File: src/rtl/uart_rx.sv
`timescale 1ns/1ps
// uart_rx - 8N1 UART receiver.
//
// Brings the asynchronous serial line into the clk domain through a 2-flop
// synchroniser. It confirms the start bit at its middle, then samples each data
// bit (LSB first) and the stop bit at their middles. A good frame updates
// data_out and pulses data_valid for one cycle. A low stop bit pulses
// frame_error for one cycle, leaves data_out alone, and then waits for the line
// to go idle before it looks for another start bit.
//
// Ports
//   clk          in   system clock, rising edge
//   rst          in   asynchronous reset, active-high
//   rx           in   serial line, idle high, asynchronous to clk
//   data_out     out  [7:0] last correctly framed byte, held until the next good frame
//   data_valid   out  one-cycle pulse when data_out has just been updated
//   frame_error  out  one-cycle pulse when the stop bit was sampled low
//   busy         out  high whenever the receiver is not idle
//
// Handshake: there is no back-pressure. data_valid is a one-cycle strobe, and a
// consumer that wants the byte must capture data_out in that cycle. It may also
// read data_out later, because the value is held until the next good frame.
module uart_rx #(
  parameter int CLOCK_FREQ = 50_000_000,
  parameter int BAUD_RATE  = 9600
) (
  input  logic       clk,
  input  logic       rst,
  input  logic       rx,
  output logic [7:0] data_out,
  output logic       data_valid,
  output logic       frame_error,
  output logic       busy
);

  localparam int CLKS_PER_BIT = CLOCK_FREQ / BAUD_RATE;
  localparam int HALF_BIT     = CLKS_PER_BIT / 2;
  localparam int CNT_W        = (CLKS_PER_BIT > 2) ? $clog2(CLKS_PER_BIT) : 1;

  localparam logic [CNT_W-1:0] CNT_LAST = CNT_W'(CLKS_PER_BIT - 1);
  localparam logic [CNT_W-1:0] CNT_HALF = CNT_W'(HALF_BIT - 1);

  typedef enum logic [2:0] {
    S_IDLE,
    S_START,
    S_DATA,
    S_STOP,
    S_BREAK
  } state_t;

  state_t           state, state_n;
  logic             rx_meta, rx_s;
  logic [CNT_W-1:0] clk_cnt, clk_cnt_n;
  logic [2:0]       bit_idx, bit_idx_n;
  logic [7:0]       shift, shift_n;
  logic [7:0]       data_n;
  logic             valid_n, ferr_n;

  // Both synchroniser flops reset to the idle level, so reset does not create
  // a fake start bit.
  always_ff @(posedge clk or posedge rst) begin
    if (rst) begin
      rx_meta <= 1'b1;
      rx_s    <= 1'b1;
    end else begin
      rx_meta <= rx;
      rx_s    <= rx_meta;
    end
  end

  always_ff @(posedge clk or posedge rst) begin
    if (rst) begin
      state       <= S_IDLE;
      clk_cnt     <= '0;
      bit_idx     <= '0;
      shift       <= '0;
      data_out    <= '0;
      data_valid  <= 1'b0;
      frame_error <= 1'b0;
    end else begin
      state       <= state_n;
      clk_cnt     <= clk_cnt_n;
      bit_idx     <= bit_idx_n;
      shift       <= shift_n;
      data_out    <= data_n;
      data_valid  <= valid_n;
      frame_error <= ferr_n;
    end
  end

  always_comb begin
    state_n   = state;
    clk_cnt_n = clk_cnt;
    bit_idx_n = bit_idx;
    shift_n   = shift;
    data_n    = data_out;
    valid_n   = 1'b0;
    ferr_n    = 1'b0;

    case (state)
      S_IDLE: begin
        clk_cnt_n = '0;
        if (!rx_s) state_n = S_START;
      end

      // Re-check the line half a bit after the falling edge. If it is high
      // again, the edge was a glitch and not a start bit.
      S_START: begin
        if (clk_cnt == CNT_HALF) begin
          clk_cnt_n = '0;
          bit_idx_n = '0;
          state_n   = rx_s ? S_IDLE : S_DATA;
        end else begin
          clk_cnt_n = clk_cnt + 1'b1;
        end
      end

      // From here every sample is one full bit-time after the previous one,
      // so each sample stays at the middle of its bit.
      S_DATA: begin
        if (clk_cnt == CNT_LAST) begin
          clk_cnt_n        = '0;
          shift_n[bit_idx] = rx_s;
          if (bit_idx == 3'd7) state_n = S_STOP;
          else                 bit_idx_n = bit_idx + 1'b1;
        end else begin
          clk_cnt_n = clk_cnt + 1'b1;
        end
      end

      // The FSM leaves STOP at mid-stop-bit, so a start bit that follows
      // straight after the stop bit is still seen.
      S_STOP: begin
        if (clk_cnt == CNT_LAST) begin
          clk_cnt_n = '0;
          if (rx_s) begin
            data_n  = shift;
            valid_n = 1'b1;
            state_n = S_IDLE;
          end else begin
            ferr_n  = 1'b1;
            state_n = S_BREAK;
          end
        end else begin
          clk_cnt_n = clk_cnt + 1'b1;
        end
      end

      // The line is held low (a break or a broken frame). Do not treat it as
      // a new start bit until the line has gone high once.
      S_BREAK: begin
        clk_cnt_n = '0;
        if (rx_s) state_n = S_IDLE;
      end

      default: state_n = S_IDLE;
    endcase
  end

  assign busy = (state != S_IDLE);

endmodule

File: config.mk
export PLATFORM = sky130hd
export DESIGN_NAME = uart_rx
export DESIGN_NICKNAME = d
export VERILOG_FILES = /design/src/rtl/uart_rx.sv
export SDC_FILE = /design/constraint.sdc
export NUM_CORES = 1
export LEC_CHECK = 0
export BUFFER_PORTS_ARGS = -buffer_cell sky130_fd_sc_hd__buf_4
export CORE_ASPECT_RATIO = 1.1
export CORE_MARGIN = 5
export CORE_UTILIZATION = 45
export DETAILED_ROUTE_END_ITERATION = 7
export RECOVER_POWER = 25
export SYNTH_ARGS = -nofsm -noshare
export SYNTH_HDL_FRONTEND = slang
export SYNTH_SLANG_ARGS = --single-unit
File: constraint.sdc
create_clock -name clk -period 2.8 [get_ports clk]
set_clock_uncertainty 0.05 [all_clocks]
set_input_delay 0.14 -clock clk [delete_from_list [all_inputs] [get_ports clk]]
set_output_delay 0.14 -clock clk [all_outputs]
set_load 0.01 [all_outputs]
---- Word level (Yosys, flattened, before mapping) ----
Index checks and enable logic that the tools add are counted.
operators by class
  $add $sub $neg .......................... 2
  magnitude comparators ................... 2
  equality and inequality tests ........... 14
  mux-type cells .......................... 25
  reductions and logical operators ........ 11
operators with widths
  operator               count
  $pmux 13 s3            1
  $mux 3                 10
  $mux 13                2
  $pmux 3 s5             1
  $ne 2x2->1 const B     7
  $add 13x1->13 const B  1
  $eq 13x12->1 const B   1
  $eq 13x13->1 const B   1
  $bwmux 8               1
  $mux 1                 7
  $eq 3x2->1 const B     2
  $eq 3x3->1 const B     2
  $pmux 3 s2             1
  $reduce_and 6->1       1
  $reduce_bool 3->1      2
  $lt 3x4->1 const B     1
  $reduce_and 4->1       1
  $reduce_or 2->1        2
  $add 3x1->3 const B    1
  $demux 1 s3            1
  $eq 3x1->1 const B     1
  $ge 3x1->1 const B     1
  $logic_not 3->1        1
  $reduce_and 3->1       1
  other kinds (4)        4
word-level totals
  register bits ........................... 39
  output and inout bits ................... 11
  logic and storage cells ................. 63

---- Logic depth before layout (Yosys ltp) ----
  depth after elaboration ................. 5
  depth in mapped cells ................... 7
  mapped depth without buffers ............ 6

---- Worst setup path before layout ----
OpenSTA, ideal clock, no wires.
  kind .................................... flip-flop to flip-flop
  start ................................... register clk_cnt[0]
  end ..................................... register shift[2]
  setup time .............................. 0.125 ns
  arrival time ............................ 2.282 ns
  slack ................................... 0.344 ns
  stages on the path, launching flop included .. 8
  path buffers ............................ 1
  cell sequence ........................... dfrtp_1 ha_1 or3b_4 or4_1 buf_2 nand2b_1 nor3_1 mux2_2
on the way
  cells in the longest elaborated chain, start to end .. 2
RTL lines
  element                            line  text
  from (decl)                        53    logic [CNT_W-1:0] clk_cnt, clk_cnt_n;
  from (signal assigned)             82    clk_cnt <= clk_cnt_n;
  $eq 13x13->1                       121   if (clk_cnt == CNT_LAST) begin
  $reduce_and 2->1 (no source line)  n/a
  to (signal assigned)               84    shift <= shift_n;
  to (decl)                          55    logic [7:0] shift, shift_n;
No other way between the ends.
A chain may end at the register's enable or synchronous reset.

---- Worst setup path in the final report ----
  start ................................... register clk_cnt[0]
  end ..................................... register data_out[0]
on the way
  cells in the longest elaborated chain, start to end .. 2
RTL lines
  element                            line  text
  $eq 13x13->1                       134   if (clk_cnt == CNT_LAST) begin
  $reduce_and 3->1 (no source line)  n/a
  to (signal assigned)               85    data_out <= data_n;
  to (decl)                          30    output logic [7:0] data_out,
No other way between the ends.

==> impl_metrics.csv <==
group,metric,value,unit
run_status,outcome,"finished clean",
cells_and_area,final_layout_size_suffix_gt1_share,23.6,%
floorplanning,die_area,0.00570,mm2
cells_and_area,area_growth,14.7,%
clocking,clkTransAtPathRegs,70,ps
detailed_routing,wl_per_cell,14.8,um
clocking,clk_latency,290,ps
global_routing,antenna_found_initial,0,
critical_path,crit_fanout,8,
detailed_routing,detailroute.via_count,1487,
place,dpl_cell_area,0.00208,mm2
critical_path,cp_slowest_stage_delay,600,ps
place,place_ws,136,ps
floorplanning,top_level_ports,14,
critical_path,end_kind,"flop",
timing,setup_slack,217,ps
timing,period_share,92.2,%
floorplanning,rows,25,
synthesis,synthTopCellsByArea,"dfrtp_1 (48%), mux2_2 (9.3%), nand3_1 (3.9%)",
synthesis,syn-instance-count,187,
timing,slew_headroom,36.0,%
timing,finalSetupTns,0,ps
cells_and_area,mostFrequentLayoutCells,"dfrtp_1 (37), mux2_2 (16), nand3_1 (15), nand2_1 (15), buf_4 (12)",
synthesis,synth_cell_types,38,
place,io_buffers,13,
synthesis,ys_warn_count,0,
synthesis,syn_area_per_cell,10.3,um2
global_routing,grt_pass1_vias,1514,
critical_path,critPathArrivalTime,2710,ps
cells_and_area,multi_input_area,893,um2
hold_path,hp-class,"reg2reg",
clocking,cts_buffers,5,
clocking,clockBufferDepth,2,
clocking,cts.sinks,39,
timing,period_needed,2580,ps
detailed_routing,ant_nets,0,
detailed_routing,vias_per_cell,5.79,
cells_and_area,final_cells,257,
synthesis,synth_seq_cells,39,
critical_path,worstSetupStartpointType,"flop",
pwr,ir_drop,232,uV
critical_path,crit_required,2920,ps
timing,finalHoldViolations,0,
cells_and_area,antennaDiodeCount,0,
global_routing,grt_max_degree,40,
timing,whs,307,ps
synthesis,ys.flop_type,"dfrtp_1",
timing,setup_violations,0,
clocking,cts_root_buf,"clkbuf_8",
detailed_routing,routed_wl,3810,um
floorplanning,die_w,72.4,um
pwr,p_leak,1.05,nW
detailed_routing,first_pass_iters,4,
place,dpl.hpwl,2680,um
floorplanning,core_area,0.00422,mm2
cells_and_area,fin_area,0.00221,mm2
pwr,power_density,481,mW/mm2
clocking,cts_max_level,2,
critical_path,crit_type,"reg2reg",
synthesis,synth.largest_area_cell,"dfrtp_1",
place,dp.cells,247,
flow_run,cap_violations,0,
clocking,cts_tree,"yes",
timing,fmax,387,MHz
synthesis,synth_edf_count,0,
timing,rsz0062_at_grt,"no",
global_routing,grt_first_pass_wirelength,6820,um
critical_path,critPathSlowestCell,"or4_1",
synthesis,synth_seq_area_share,50.7,%
place,routabilityCongestion,0.797,
cells_and_area,layout_commonest_cell,"dfrtp_1",
floorplanning,die_h,78.7,um
global_routing,track_usage,15.2,%
synthesis,syn_nets,193,
critical_path,cp_cell_sequence,"ha_1, or3b_4, or4_1, nor2_2, mux2_2",
detailed_routing,drtIter0Drc,158,
global_routing,grt_remaining_overflow,0,
cells_and_area,fill_cells,372,
cells_and_area,final_nets,208,
clocking,post-cts-setup-buffers,0,
synthesis,syn_area,0.00193,mm2
timing,worst_pin_slew,961,ps
synthesis,synth_top_area_share,48.0,%
cells_and_area,final-seq-area,978,um2
detailed_routing,drc,0,
timing,maxSlewViolCount,0,
synthesis,synthArstFlopShare,100,%
floorplanning,start_util,45.7,%
-- stage by stage --
stage | utilization (%) | total power, mW
after CTS | 52.5 | 1.08
final | 52.4 | 1.06
after global placement | 49.2 | 0.595
after floorplan | - | 0.588
after detailed placement | 49.2 | 0.595
after global routing | 52.4 | 1.11
-- area by class of cell --
cell class,instances,share of cell area [%]
clock buffers,6,3.73
clock inverters,2,1.58
well taps,54,3.05
flip-flops and latches,39,44.2
inverters,5,0.848
repair buffers,19,6.22
multi-input cells,132,40.4
-- metal layers --
layer	track usage (%)	vias to the layer above	wire length [um]
li1	-	720	-
met1	18.3	743	1700
met2	24.6	20	1950
met3	4.48	4	124
met4	7.01	0	39
met5	0	-	0
-- kinds of logic after synthesis --
group	after synthesis	share of synthesized area, %
and+or+nand+nor	75	21.5
DFF	39	50.7
adders and majority gates	3	1.95
AOI/OAI and AO/OA	37	12.4
muxes	17	10.1
buffers and inverters	16	3.31
-- synth_stat cells (all sizes together), types with 3 or more instances --
cell / n
nand2b: 5
inv: 5
or3b: 3
mux2: 17
nor3: 4
a41oi: 4
nand3: 15
a31oi: 10
and3: 5
ha: 3
a21oi: 9
dfrtp: 37
nor4: 4
nand2: 15
clkbuf: 8
nand3b: 3
buf: 3
nor2: 12
o21ai: 5
-- registers in the layout, summed over array words and instances, names as in the netlist --
| signal | cells |
|---|---|
| clk_cnt | 13 |
| rx_s | 1 |
| data_valid | 1 |
| bit_idx | 3 |
| state | 3 |
| frame_error | 1 |
| rx_meta | 1 |
| shift | 8 |
| data_out | 8 |
-- worst paths after layout --
kind,from,end,slack (ps),depth (start not counted)
max reg2reg,clk_cnt[0],data_out[0],220,5
min,rx_meta,rx_s,310,0
min in group asynchronous,rst,clk_cnt[6],650,4
max,clk_cnt[0],data_out[0],220,5
max in group asynchronous,rst,state[1],1460,4
min reg2reg,rx_meta,rx_s,310,0
-- worst max-delay path, delay by kind of cell, from the launching register on --
| kind | cells | cell delay [ps] |
|---|---|---|
| AND/OR/NAND/NOR | 3 | 1400 |
| adder cells (fa/ha/maj) | 1 | 230 |
| flip-flops | 1 | 400 |
| multiplexers | 1 | 390 |
-- timing repair --
action                     4_1_cts  5_1_grt
gates resized for setup          0        1
setup endpoints to repair        0        3
hold endpoints to repair        38        0
hold buffers                     2        0
-- power breakdown --
part | total [mW] | internal [mW] | switching, mW
Combinational | 0.0161 | 0.00461 | 0.0115
Sequential | 0.569 | 0.566 | 0.00308
Clock | 0.479 | 0.288 | 0.191
Total | 1.06 | 0.858 | 0.206
(Power assumes the default switching activity.)
